<file path="config.mk">
export PLATFORM = sky130hd
export DESIGN_NAME = uart_block_tx
export DESIGN_NICKNAME = d
export VERILOG_FILES = /design/src/rtl/uart_block_tx.sv
export SDC_FILE = /design/constraint.sdc
export NUM_CORES = 1
export LEC_CHECK = 0
export CORE_UTILIZATION = 35
export DETAILED_ROUTE_END_ITERATION = 16
export PLACE_DENSITY_LB_ADDON = 0.05
export SLEW_MARGIN = 20
export SYNTH_ARGS = -nofsm -noshare
export SYNTH_HDL_FRONTEND = slang
export SYNTH_SLANG_ARGS = --single-unit
</file>
<file path="constraint.sdc">
create_clock -name i_Clk -period 2 [get_ports i_Clk]
set_clock_uncertainty 0.2 [all_clocks]
set_input_delay 0.3 -clock i_Clk [delete_from_list [all_inputs] [get_ports i_Clk]]
set_output_delay 0.3 -clock i_Clk [all_outputs]
set_load 0.03 [all_outputs]
</file>
<file path="src/rtl/uart_block_tx.sv">
// uart_block_tx: serializes a captured AES block into one UART_TX transaction per byte, MSB byte first.
// Define UART_BLK_FRAME_EN to wrap the data in an 8'hA5 sync byte and a trailing XOR checksum.
module uart_block_tx #(
    parameter int NUM_BYTES = 16,
    parameter int CNT_W     = 5
) (
    input  logic                   i_Clk,
    input  logic                   i_Rst_L,
    input  logic                   i_Block_DV,
    input  logic [8*NUM_BYTES-1:0] i_Block,
    output logic                   o_Busy,
    output logic                   o_Block_Done,
    output logic                   o_TX_DV,
    output logic [7:0]             o_TX_Byte,
    input  logic                   i_TX_Active,
    input  logic                   i_TX_Done
);
`ifdef UART_BLK_FRAME_EN
    localparam int LEN = NUM_BYTES + 2;
`else
    localparam int LEN = NUM_BYTES;
`endif
    localparam int TOP = 8*NUM_BYTES - 1;

    typedef enum logic [2:0] {IDLE, ISSUE, WAIT_DONE, SETTLE, FINISH} state_t;
    state_t state, next;
    logic [8*NUM_BYTES-1:0] shreg;
    logic [CNT_W-1:0]       cnt;
    logic [7:0]             cur_byte;
    logic                   is_data;

`ifdef UART_BLK_FRAME_EN
    logic [7:0] chk;
    assign is_data  = (cnt != '0) && (cnt <= CNT_W'(NUM_BYTES));
    assign cur_byte = (cnt == '0) ? 8'hA5 : is_data ? shreg[TOP -: 8] : chk;
`else
    assign is_data  = 1'b1;
    assign cur_byte = shreg[TOP -: 8];
`endif

    always_ff @(posedge i_Clk or negedge i_Rst_L)
        if (!i_Rst_L) state <= IDLE;
        else          state <= next;

    always_comb begin
        next         = state;
        o_TX_DV      = state == ISSUE;
        o_Block_Done = state == FINISH;
        o_Busy       = state == ISSUE || state == WAIT_DONE || state == SETTLE;
        o_TX_Byte    = o_Busy ? cur_byte : 8'h00;
        case (state)
            IDLE:      if (i_Block_DV) next = ISSUE;
            ISSUE:     next = WAIT_DONE;
            WAIT_DONE: if (i_TX_Done) next = SETTLE;
            SETTLE:    if (!i_TX_Done && !i_TX_Active) next = (cnt < CNT_W'(LEN)) ? ISSUE : FINISH;
            FINISH:    next = IDLE;
            default:   next = IDLE;
        endcase
    end

    // Only data bytes consume the shift register; sync and checksum come from elsewhere.
    always_ff @(posedge i_Clk or negedge i_Rst_L) begin
        if (!i_Rst_L) begin
            shreg <= '0;
            cnt   <= '0;
`ifdef UART_BLK_FRAME_EN
            chk   <= 8'h00;
`endif
        end else if (state == IDLE && i_Block_DV) begin
            shreg <= i_Block;
            cnt   <= '0;
`ifdef UART_BLK_FRAME_EN
            chk   <= 8'h00;
`endif
        end else if (state == WAIT_DONE && i_TX_Done) begin
            cnt <= cnt + CNT_W'(1);
            if (is_data) begin
                shreg <= shreg << 8;
`ifdef UART_BLK_FRAME_EN
                chk   <= chk ^ shreg[TOP -: 8];
`endif
            end
        end
    end
endmodule
</file>
==> metrics.md, run 1 <==
| Metric | Value |
|---|---|
| Latest clock arrival within the worst-skew pair | `0.41 ns` |
| Power Internal | `8.592 mW` |
| Async SR Flop Fraction | `100.0%` |
| Max clock buf depth | `2` |
| Design Power | `12.63 mW` |
| Worst rel slew slack | `68.07%` |
| Final core occ | `53.24%` |
| # nets final | `876` |
| Top post-synthesis cells by area | `dfrtp_1 56%, nor3_1 5.6%, o22ai_1 5.5%, nor2_1 5.4%, o22ai_2 4.5%` |
| Worst Hold Class | `in2async` |
| CP Launch Type | `flop` |
| Hold Vio Cnt, Final | `0` |
| Final Hold Slack | `0.1761 ns` |
| Logic pwr share | `31.4%` |
| Die area | `17,850 um2` |
| Area leader, netlist | `dfrtp_1` |
| CP arrival | `1.57 ns` |
| NetSw | `4.041 mW` |
| Sequential area share after synthesis | `56.13%` |
| Max-Cap Viols | `0` |
| Top_reg_cell synth | `dfrtp_1` |
| Initial antenna violation count | `2` |
| PortBufs | `143` |
| Residual DRC | `0` |
| Clock share of power | `30.1%` |
| Vias in the first global route | `5,075` |
| Post-Synth Simple-Gate Area | `19.36%` |
| Post-synthesis mux area share | `0.3302%` |
| Reg area | `3405 um2` |
| LEAKAGE | `3.703 nW` |
| Vias | `5,194` |
| First-pass GRT wire length | `26,970 um` |
| Number of detailed-route iterations in the first pass | `5` |
| Core area | `16,760 um2` |
| Chip width | `133.6 um` |
| Synthesized net count | `737` |
| Fin crit share | `103.3%` |
| Placed Instances | `930` |
| Critical Path RT | `1.50 ns` |
| Share of layout cells above drive strength 1 | `19.34%` |
| Fin cells | `977` |
| Crit path capture type | `primary output` |
| DR vias/cell | `5.316` |
| Rows | `47` |
| Critical Path Fanout Max | `4` |
| Clock transition at path regs | `0.06 ns` |
| Run status | `complete, but fails checks` |
| Cell area after synthesis | `6063 um2` |
| Slew of the pin with the lowest slew margin | `0.4778 ns` |
| Post-route ant nets | `0` |
| Most common cell in the synthesized netlist | `dfrtp_1` |
| Setup WS pre-CTS | `-0.2820 ns` |
| Maximum vdd drop | `0.7722 mV` |
| Post-Syn Instances | `603` |
| Xor and xnor area share after synthesis | `0.1444%` |
| Pwr Density | `1416 nW/um2` |
| Top achievable clock speed | `484.1 MHz` |
| Seq pwr share | `38.5%` |
| Multi-input logic area | `2561 um2` |
| Global Route Usage Sum | `19.34%` |
| Synth Area in Compound Gates | `18.08%` |
| GP Congestion | `0.7739` |
| Failing checks | `negative setup slack` |
| Htree depth | `4` |
| Total number of yosys warnings | `0` |
| Root Driver | `clkbuf_16` |
| Io pins | `144` |
| Final min period | `2.066 ns` |
| Yosys top cell area share | `56.13%` |
| Mean post-synth cell area | `10.06 um2` |
| Average wire per standard cell | `18.11 um` |
| Smallest setup slack after layout | `-0.06587 ns` |
| TritonCTS Buffers | `17` |
| Setup CP Type | `reg2out` |
| Setup violations, final | `106` |
| DP Wirelength | `10,390 um` |
| Synth unique cells | `32` |
| Starting DRT DRC Count | `355` |
| Register bit total from synthesis | `136` |
| Synth top cells by count | `136 x dfrtp_1, 87 x nor2_1, 68 x nor3_1` |
| RSZ-0062 raised after global routing | `true` |
| Grt ovf | `0` |
| Area growth syn-to-layout | `47.15%` |
| Number of synthesized flops with an enable pin | `0` |
| Synth Area in Adders | `0.2064%` |
| Largest net degree at the start of global routing | `67` |
| Initial Util | `36.18%` |
| Routed WL | `17,690 um` |
| Clock Sinks | `136` |
| Fillers | `1,520` |
| Main combinational cell family by area after synthesis | `simple AND/OR/NAND/NOR gates` |
| Max-slew violations | `0` |
| Sw Ratio | `31.99%` |
| CTS tree | `done` |
| Die H | `133.6 um` |
## through the flow
step	cell area, um2	setup TNS [ns]
6_report	8922	-2.840
5_1_grt	8922	-8.785
4_1_cts	8584	-2.487
3_5_place_dp	7742	-14.16
3_3_place_gp	7742	-12.56
2_1_floorplan	6063	0
## kinds of logic after synthesis
logic type,Yosys count
AOI/OAI and AO/OA,141
DFF,136
adders and majority gates,1
and+or+nand+nor,255
xor gates and xnor gates,1
muxes,2
buffers and inverters,67
## power groups by stage
stage,combinational (mW),clock [mW],sequential [mW]
after floorplan,2.59,0,4.55
final,3.97,3.80,4.86
after detailed placement,3.60,0,4.81
after global placement,3.50,0,4.80
after global routing,4.38,4.01,5.00
after CTS,3.82,3.86,4.79
## cell usage in the layout (no fill, tap or decap), types with 8 or more instances in the layout
cell type and instances:
nand2_1 48, a22o_1 9, a21oi_1 8, inv_1 9, bufinv_16 8, clkbuf_16 21, and2_4 8, a22oi_1 30
clkdlybuf4s50_1 131, nor2_1 85, o22ai_1 23, nor3_1 68, buf_6 11, a31oi_1 9, o22ai_2 52, buf_4 16
dfrtp_1 135, nand3_1 30
## state kept, by name, summed over array words and instances (netlist names)
| signal | count |
|---|---|
| shreg | 128 |
| cnt | 5 |
| state | 3 |
## metal layers
metal | track usage (%) | wire, um
met5 | 0 | 0
met4 | 6.692 | 228
met3 | 3.995 | 826
met2 | 28.33 | 8303
met1 | 28.27 | 8334
## worst max-delay path, stage by stage (launching register included)
cell and delay, ns:
dfrtp_1 0.39, buf_6 0.13, or2_4 0.28, clkinvlp_4 0.11
and2_4 0.14, buf_6 0.12
## path summary, 6_finish.rpt
check,from,to,slack [ns],depth (start not counted)
max,state[2]$_DFFE_PN0P_,o_TX_Byte[1],-0.07,5
min,i_Rst_L,state[0]$_DFFE_PN0P_,0.18,2
max reg2reg,state[1]$_DFFE_PN0P_,shreg[42]$_DFFE_PN0P_,-0.06,5
min reg2reg,shreg[117]$_DFFE_PN0P_,shreg[117]$_DFFE_PN0P_,0.30,2
max in group asynchronous,i_Rst_L,shreg[13]$_DFFE_PN0P_,0.77,3
min in group i_Clk,i_Block[9],shreg[9]$_DFFE_PN0P_,0.26,3
## area by class of cell
type	instances	share of cell area (%)
Clock buffer	19	4.964
Multi-Input combinational cell	400	28.71
Tap cell	220	3.085
Clock inverter	13	3.057
Timing Repair inverter	1	0.08414
Timing Repair Buffer	176	21.44
Antenna cell	2	0.05609
Sequential cell	136	38.16
Inverter	10	0.4487
## what timing repair did
item                                    4_1_cts  5_1_grt
endpoints found under the setup margin       16      133
buffers inserted                              6        1
gates resized for setup                      32       40
endpoints found under the hold margin        70        0
hold buffers                                  1        0
pin swaps                                    10        8
cloned                                        1        4
No activity file was read; power rests on OpenSTA's default activity.
==> run 2: changes to the inputs <==
--- a/config.mk
+++ b/config.mk
@@ -5,10 +5,13 @@
 export SDC_FILE = /design/constraint.sdc
 export NUM_CORES = 1
 export LEC_CHECK = 0
+export CAP_MARGIN = 30
 export CORE_UTILIZATION = 35
 export DETAILED_ROUTE_END_ITERATION = 16
+export MAX_ROUTING_LAYER = met4
 export PLACE_DENSITY_LB_ADDON = 0.05
 export SLEW_MARGIN = 20
 export SYNTH_ARGS = -nofsm -noshare
 export SYNTH_HDL_FRONTEND = slang
 export SYNTH_SLANG_ARGS = --single-unit
+export TNS_END_PERCENT = 5
==> run 2 against run 1 <==
Effect of this change: the run still ends with negative setup slack left; non-clock buffer count shrank 3; sequential power shrank 0.8%; sequential share of layout area grew 0.78 points; highest routed layer unchanged.
==> metrics.md, run 2 (synthesized netlist as in run 1, its figures left out) <==
| Metric | Value |
|---|---|
| Critical Path Fanout Max | `4` |
| Io pins | `144` |
| Residual DRC | `0` |
| Initial Util | `36.18%` |
| Initial antenna violation count | `2` |
| FF-to-FF path depth | `5` |
| Average wire per standard cell | `17.78 um` |
| Largest regs | `shreg x128, cnt x5, state x3` |
| Critical Path RT | `1.50 ns` |
| Failing checks | `negative setup slack` |
| Reg2Reg Setup Slack | `-0.04 ns` |
| RSZ-0062 raised after global routing | `true` |
| Root Driver | `clkbuf_16` |
| Starting DRT DRC Count | `373` |
| TritonCTS Buffers | `17` |
| LEAKAGE | `3.643 nW` |
| Htree depth | `4` |
| Clock Sinks | `136` |
| Final min period | `2.067 ns` |
| Number of detailed-route iterations in the first pass | `5` |
| CP Launch Type | `flop` |
| CTS tree | `done` |
| Area growth syn-to-layout | `44.22%` |
| Vias | `5,136` |
| Latest clock arrival within the worst-skew pair | `0.41 ns` |
| Smallest setup slack after layout | `-0.06722 ns` |
| Hold Vio Cnt, Final | `0` |
| Die area | `17,850 um2` |
| Setup CP Type | `reg2out` |
| Reg with most FFs | `shreg` |
| Routed WL | `17,320 um` |
| Core area | `16,760 um2` |
| Max clock buf depth | `2` |
| Reg area | `3405 um2` |
| PortBufs | `143` |
| Share of layout cells above drive strength 1 | `16.22%` |
| Worst Hold Class | `in2async` |
| Fillers | `1,537` |
| TNS Setup | `-0.5618 ns` |
| Commonest non-fill, non-tap cell in the layout | `dfrtp_1` |
| DR vias/cell | `5.273` |
| DP Wirelength | `10,390 um` |
| Clock transition at path regs | `0.06 ns` |
| Final Hold Slack | `0.1780 ns` |
| Max-Cap Viols | `0` |
| Global Route Usage Sum | `20.00%` |
| GP Congestion | `0.7844` |
| First-pass GRT wire length | `27,080 um` |
| RR Endpoint | `shreg[88]$_DFFE_PN0P_` |
| Rows | `47` |
| Die H | `133.6 um` |
| Maximum vdd drop | `0.7728 mV` |
| Crit path capture type | `primary output` |
| Post-route ant nets | `0` |
| Vias in the first global route | `5,062` |
| Pwr Density | `1430 nW/um2` |
| Chip width | `133.6 um` |
| Reg2reg start | `state[1]$_DFFE_PN0P_` |
| Fin crit share | `103.4%` |
| Grt ovf | `0` |
| Max FFs per register | `128` |
| Setup violations, final | `20` |
| Top achievable clock speed | `483.7 MHz` |
| Slew of the pin with the lowest slew margin | `0.4742 ns` |
| Run status | `complete, but fails checks` |
| Most frequent cells in the layout | `135 x dfrtp_1, 131 x clkdlybuf4s50_1, 85 x nor2_1` |
| Largest net degree at the start of global routing | `67` |
| Worst rel slew slack | `68.31%` |
| Max-slew violations | `0` |
| CP arrival | `1.57 ns` |
| # nets final | `873` |
| Multi-input logic area | `2431 um2` |
run 2: cell count changes in the layout (fill, tap and decap cells not counted), sizes merged:
| cell | before | now |
|---|---|---|
| buf | 40 | 38 |
| clkbuf | 23 | 21 |
| clkdlybuf4s15 | 0 | 1 |
run 2: final cells by class:
class / instances / area share (%)
sequential: 136 / 38.93
antenna: 2 / 0.05723
timing repair buffer: 173 / 21.33
clock inverter: 13 / 3.119
multi-input combinational: 400 / 27.80
timing repair inverter: 1 / 0.08585
clock buffer: 19 / 5.065
tap: 220 / 3.148
inverter: 10 / 0.4579
run 2: what timing repair did:
action	4_1_cts	5_1_grt
buffers inserted	6	0
endpoints found under the hold margin	70	0
pin swaps	8	7
resized for setup	30	20
setup endpoints to repair	16	116
hold buffers	1	0
gates cloned	1	2
run 2: how the worst max path moves through the flow:
| stage | start | endpoint | slack [ns] | cells past startpoint |
|---|---|---|---|---|
| floorplan | state[0]$_DFFE_PN0P_ | o_TX_Byte[0] | 0.06 | 5 |
| global placement | i_TX_Done | shreg[85]$_DFFE_PN0P_ | -0.23 | 5 |
| detailed placement | i_TX_Done | shreg[88]$_DFFE_PN0P_ | -0.28 | 5 |
| CTS | state[0]$_DFFE_PN0P_ | o_TX_Byte[2] | -0.08 | 5 |
| finish | state[1]$_DFFE_PN0P_ | o_TX_Byte[7] | -0.07 | 5 |
| global route | state[0]$_DFFE_PN0P_ | o_TX_Byte[2] | -0.14 | 5 |
run 2: worst max-delay path, stage by stage (launching register included):
cell and delay (ns):
dfrtp_2 0.45, nor2_4 0.14, or2_4 0.17, clkinvlp_4 0.12, and2_4 0.15, buf_6 0.13
run 2: where the power goes:
part | leakage [nW] | switching, mW | total (mW) | internal (mW)
Combinational | 1.71 | 1.98 | 3.88 | 1.90
Sequential | 1.58 | 0.804 | 4.82 | 4.02
Clock | 0.351 | 1.18 | 3.80 | 2.62
run 2: layer usage:
layer,vias up,share of wire [%],GRT usage [%]
met5,-,0,-
met4,0,1.3,6.881
met3,14,3.8,3.539
li1,2455,-,-
met2,139,46,28.36
met1,2528,49,28.66
run 2: stage by stage:
| stage | power (mW) | util [%] | std cells | worst slack, ns | area (um2) |
|---|---|---|---|---|---|
| floorplan | 7.131 | - | 603 | 0.06237 | 6063 |
| global placement | 8.297 | 46.20 | 930 | -0.2257 | 7742 |
| detailed placement | 8.404 | 46.20 | 930 | -0.2820 | 7742 |
| CTS | 12.44 | 51.21 | 970 | -0.08127 | 8583 |
| global route | 13.27 | 52.18 | 974 | -0.1382 | 8745 |
| finish | 12.51 | 52.18 | 974 | -0.06722 | 8745 |
==> run 3: changes to the inputs <==
--- a/config.mk
+++ b/config.mk
@@ -6,10 +6,10 @@
 export NUM_CORES = 1
 export LEC_CHECK = 0
 export CAP_MARGIN = 30
-export CORE_UTILIZATION = 35
+export CORE_UTILIZATION = 45
 export DETAILED_ROUTE_END_ITERATION = 16
 export MAX_ROUTING_LAYER = met4
-export PLACE_DENSITY_LB_ADDON = 0.05
+export PLACE_DENSITY = 0.85
 export SLEW_MARGIN = 20
 export SYNTH_ARGS = -nofsm -noshare
 export SYNTH_HDL_FRONTEND = slang
==> run 3 against run 2 <==
Effect of this change: the run still ends with negative setup slack left; hold slack worse by 0.035 ns; wire length down 4.0%; sequential power about the same; critical path depth unchanged; core utilization up 13 points; cell count down 3.9%; non-clock buffer count up 10; count of clock-buffer cells in the layout up 2; global-route usage up 4.9 points; combinational power about the same; clock power down 12%; critical endpoint is now shreg[45]$_DFFE_PN0P_.
==> metrics.md, run 3 (synthesized netlist as in run 1, its figures left out) <==
| Metric | Value |
|---|---|
| Hold Vio Cnt, Final | `0` |
| Critical Path RT | `2.10 ns` |
| Setup CP Type | `reg2reg` |
| Slew of the pin with the lowest slew margin | `0.3495 ns` |
| PortBufs | `143` |
| Core area | `13,190 um2` |
| Area growth syn-to-layout | `40.82%` |
| Chip width | `118.1 um` |
| Share of layout cells above drive strength 1 | `15.13%` |
| Slowest cell on the critical path | `or4b_4` |
| Largest net degree at the start of global routing | `60` |
| Reg with most FFs | `shreg` |
| Worst rel slew slack | `76.60%` |
| Max-Cap Viols | `0` |
| Wire length on met3 | `1108 um` |
| Met2 wire len | `8430 um` |
| Latest clock arrival within the worst-skew pair | `0.41 ns` |
| Starting DRT DRC Count | `525` |
| Max clock buf depth | `2` |
| Antenna diodes | `0` |
| CP arrival | `2.10 ns` |
| Max FFs per register | `128` |
| GP Congestion | `0.8716` |
| Worst Hold Class | `in2async` |
| Residual DRC | `0` |
| Rows | `42` |
| Post-route ant nets | `0` |
| Metal1 wirelength | `6687 um` |
| Die H | `118.1 um` |
| Fillers | `1,021` |
| Initial antenna violation count | `0` |
| DP Wirelength | `11,000 um` |
| Worst Path Buf+Inv | `2` |
| Failing checks | `negative setup slack` |
| Design Power | `12.05 mW` |
| Setup WS pre-CTS | `-0.1423 ns` |
| First-pass GRT wire length | `26,480 um` |
| Crit-path cells | `buf_4 > or4b_4 > buf_12 > o22ai_1 > nor2_1` |
| Crit path capture type | `flop` |
| Fin cells | `936` |
| LEAKAGE | `3.618 nW` |
| Global Route Usage Sum | `24.91%` |
| Maximum vdd drop | `0.6878 mV` |
| Number of detailed-route iterations in the first pass | `5` |
| Pwr Density | `1411 nW/um2` |
| Root Driver | `clkbuf_16` |
| Routed WL | `16,630 um` |
| Htree depth | `4` |
| Largest regs | `shreg x128, cnt x5, state x3` |
| Crit path max-delay family | `simple AND/OR/NAND/NOR gates` |
| Clock transition at path regs | `0.05 ns` |
| Final min period | `2.005 ns` |
| Clock Sinks | `136` |
| Run status | `complete, but fails checks` |
| Grt ovf | `0` |
| Fin crit share | `100.2%` |
| Vias | `5,400` |
| Top sig layer | `met4` |
| Commonest non-fill, non-tap cell in the layout | `dfrtp_1` |
| Die area | `13,940 um2` |
| Setup violations, final | `1` |
| Top achievable clock speed | `498.8 MHz` |
| Most frequent cells in the layout | `134 x dfrtp_1, 131 x clkdlybuf4s50_1, 85 x nor2_1` |
| Initial Util | `45.97%` |
| Average wire per standard cell | `17.76 um` |
| CP max stage delay | `0.60 ns` |
| CTS tree | `done` |
| Critical Path Fanout Max | `47` |
| DR vias/cell | `5.769` |
| Vias in the first global route | `5,365` |
| Io pins | `144` |
| TNS Setup | `-0.004831 ns` |
| CP Launch Type | `flop` |
| Smallest setup slack after layout | `-0.004831 ns` |
| TritonCTS Buffers | `17` |
| # nets final | `882` |
| Placed Instances | `897` |
| RSZ-0062 raised after global routing | `true` |
| Max-slew violations | `0` |
run 3: final timing paths:
kind / depth (start not counted) / slack, ns / end / from
max: 5 / -0.005 / shreg[45]$_DFFE_PN0P_ / state[1]$_DFFE_PN0P_
min: 2 / 0.14 / shreg[120]$_DFFE_PN0P_ / i_Rst_L
max reg2reg: 5 / -0.005 / shreg[45]$_DFFE_PN0P_ / state[1]$_DFFE_PN0P_
min reg2reg: 2 / 0.29 / shreg[127]$_DFFE_PN0P_ / shreg[127]$_DFFE_PN0P_
max in group asynchronous: 3 / 0.90 / shreg[34]$_DFFE_PN0P_ / i_Rst_L
min in group i_Clk: 3 / 0.28 / shreg[11]$_DFFE_PN0P_ / i_Block[11]
run 3: per-layer routing:
layer,GRT usage (%),up-vias
li1,-,2467
met1,30.31,2667
met2,39.78,236
met3,6.589,30
met4,9.375,0
met5,-,-
run 3: per-stage QoR:
step / utilization, % / hold slack (ns) / cell area [um2]
final: 64.73 / 0.1431 / 8538
after global routing: 64.73 / 0.1653 / 8538
after CTS: 64.29 / 0.1418 / 8479
after detailed placement: 58.98 / 0.009530 / 7780
after global placement: 58.98 / 0.008743 / 7780
after floorplan: - / -0.1956 / 6063
run 3: timing repair:
item	4_1_cts	5_1_grt
gates resized for setup	13	14
pin swaps	0	1
endpoints found under the setup margin	11	87
buffers inserted	6	0
cloned	0	1
hold endpoints to repair	136	0
hold buffers	1	0
run 3: final cells by class:
type / count / area (um2) / share of cell area (%)
Tap cell: 176 / 220.2 / 2.579
Clock inverter: 10 / 175.2 / 2.052
Timing Repair Buffer: 183 / 1884 / 22.07
Sequential cell: 136 / 3406 / 39.89
Clock buffer: 21 / 450.4 / 5.275
Multi-Input combinational cell: 400 / 2360 / 27.64
Inverter: 10 / 42.54 / 0.4982
run 3: power by group:
part           switching, mW  internal, mW
combinational           2.04          1.86
clock                   1.11          2.23
sequential             0.790          4.02
total                   3.95          8.10
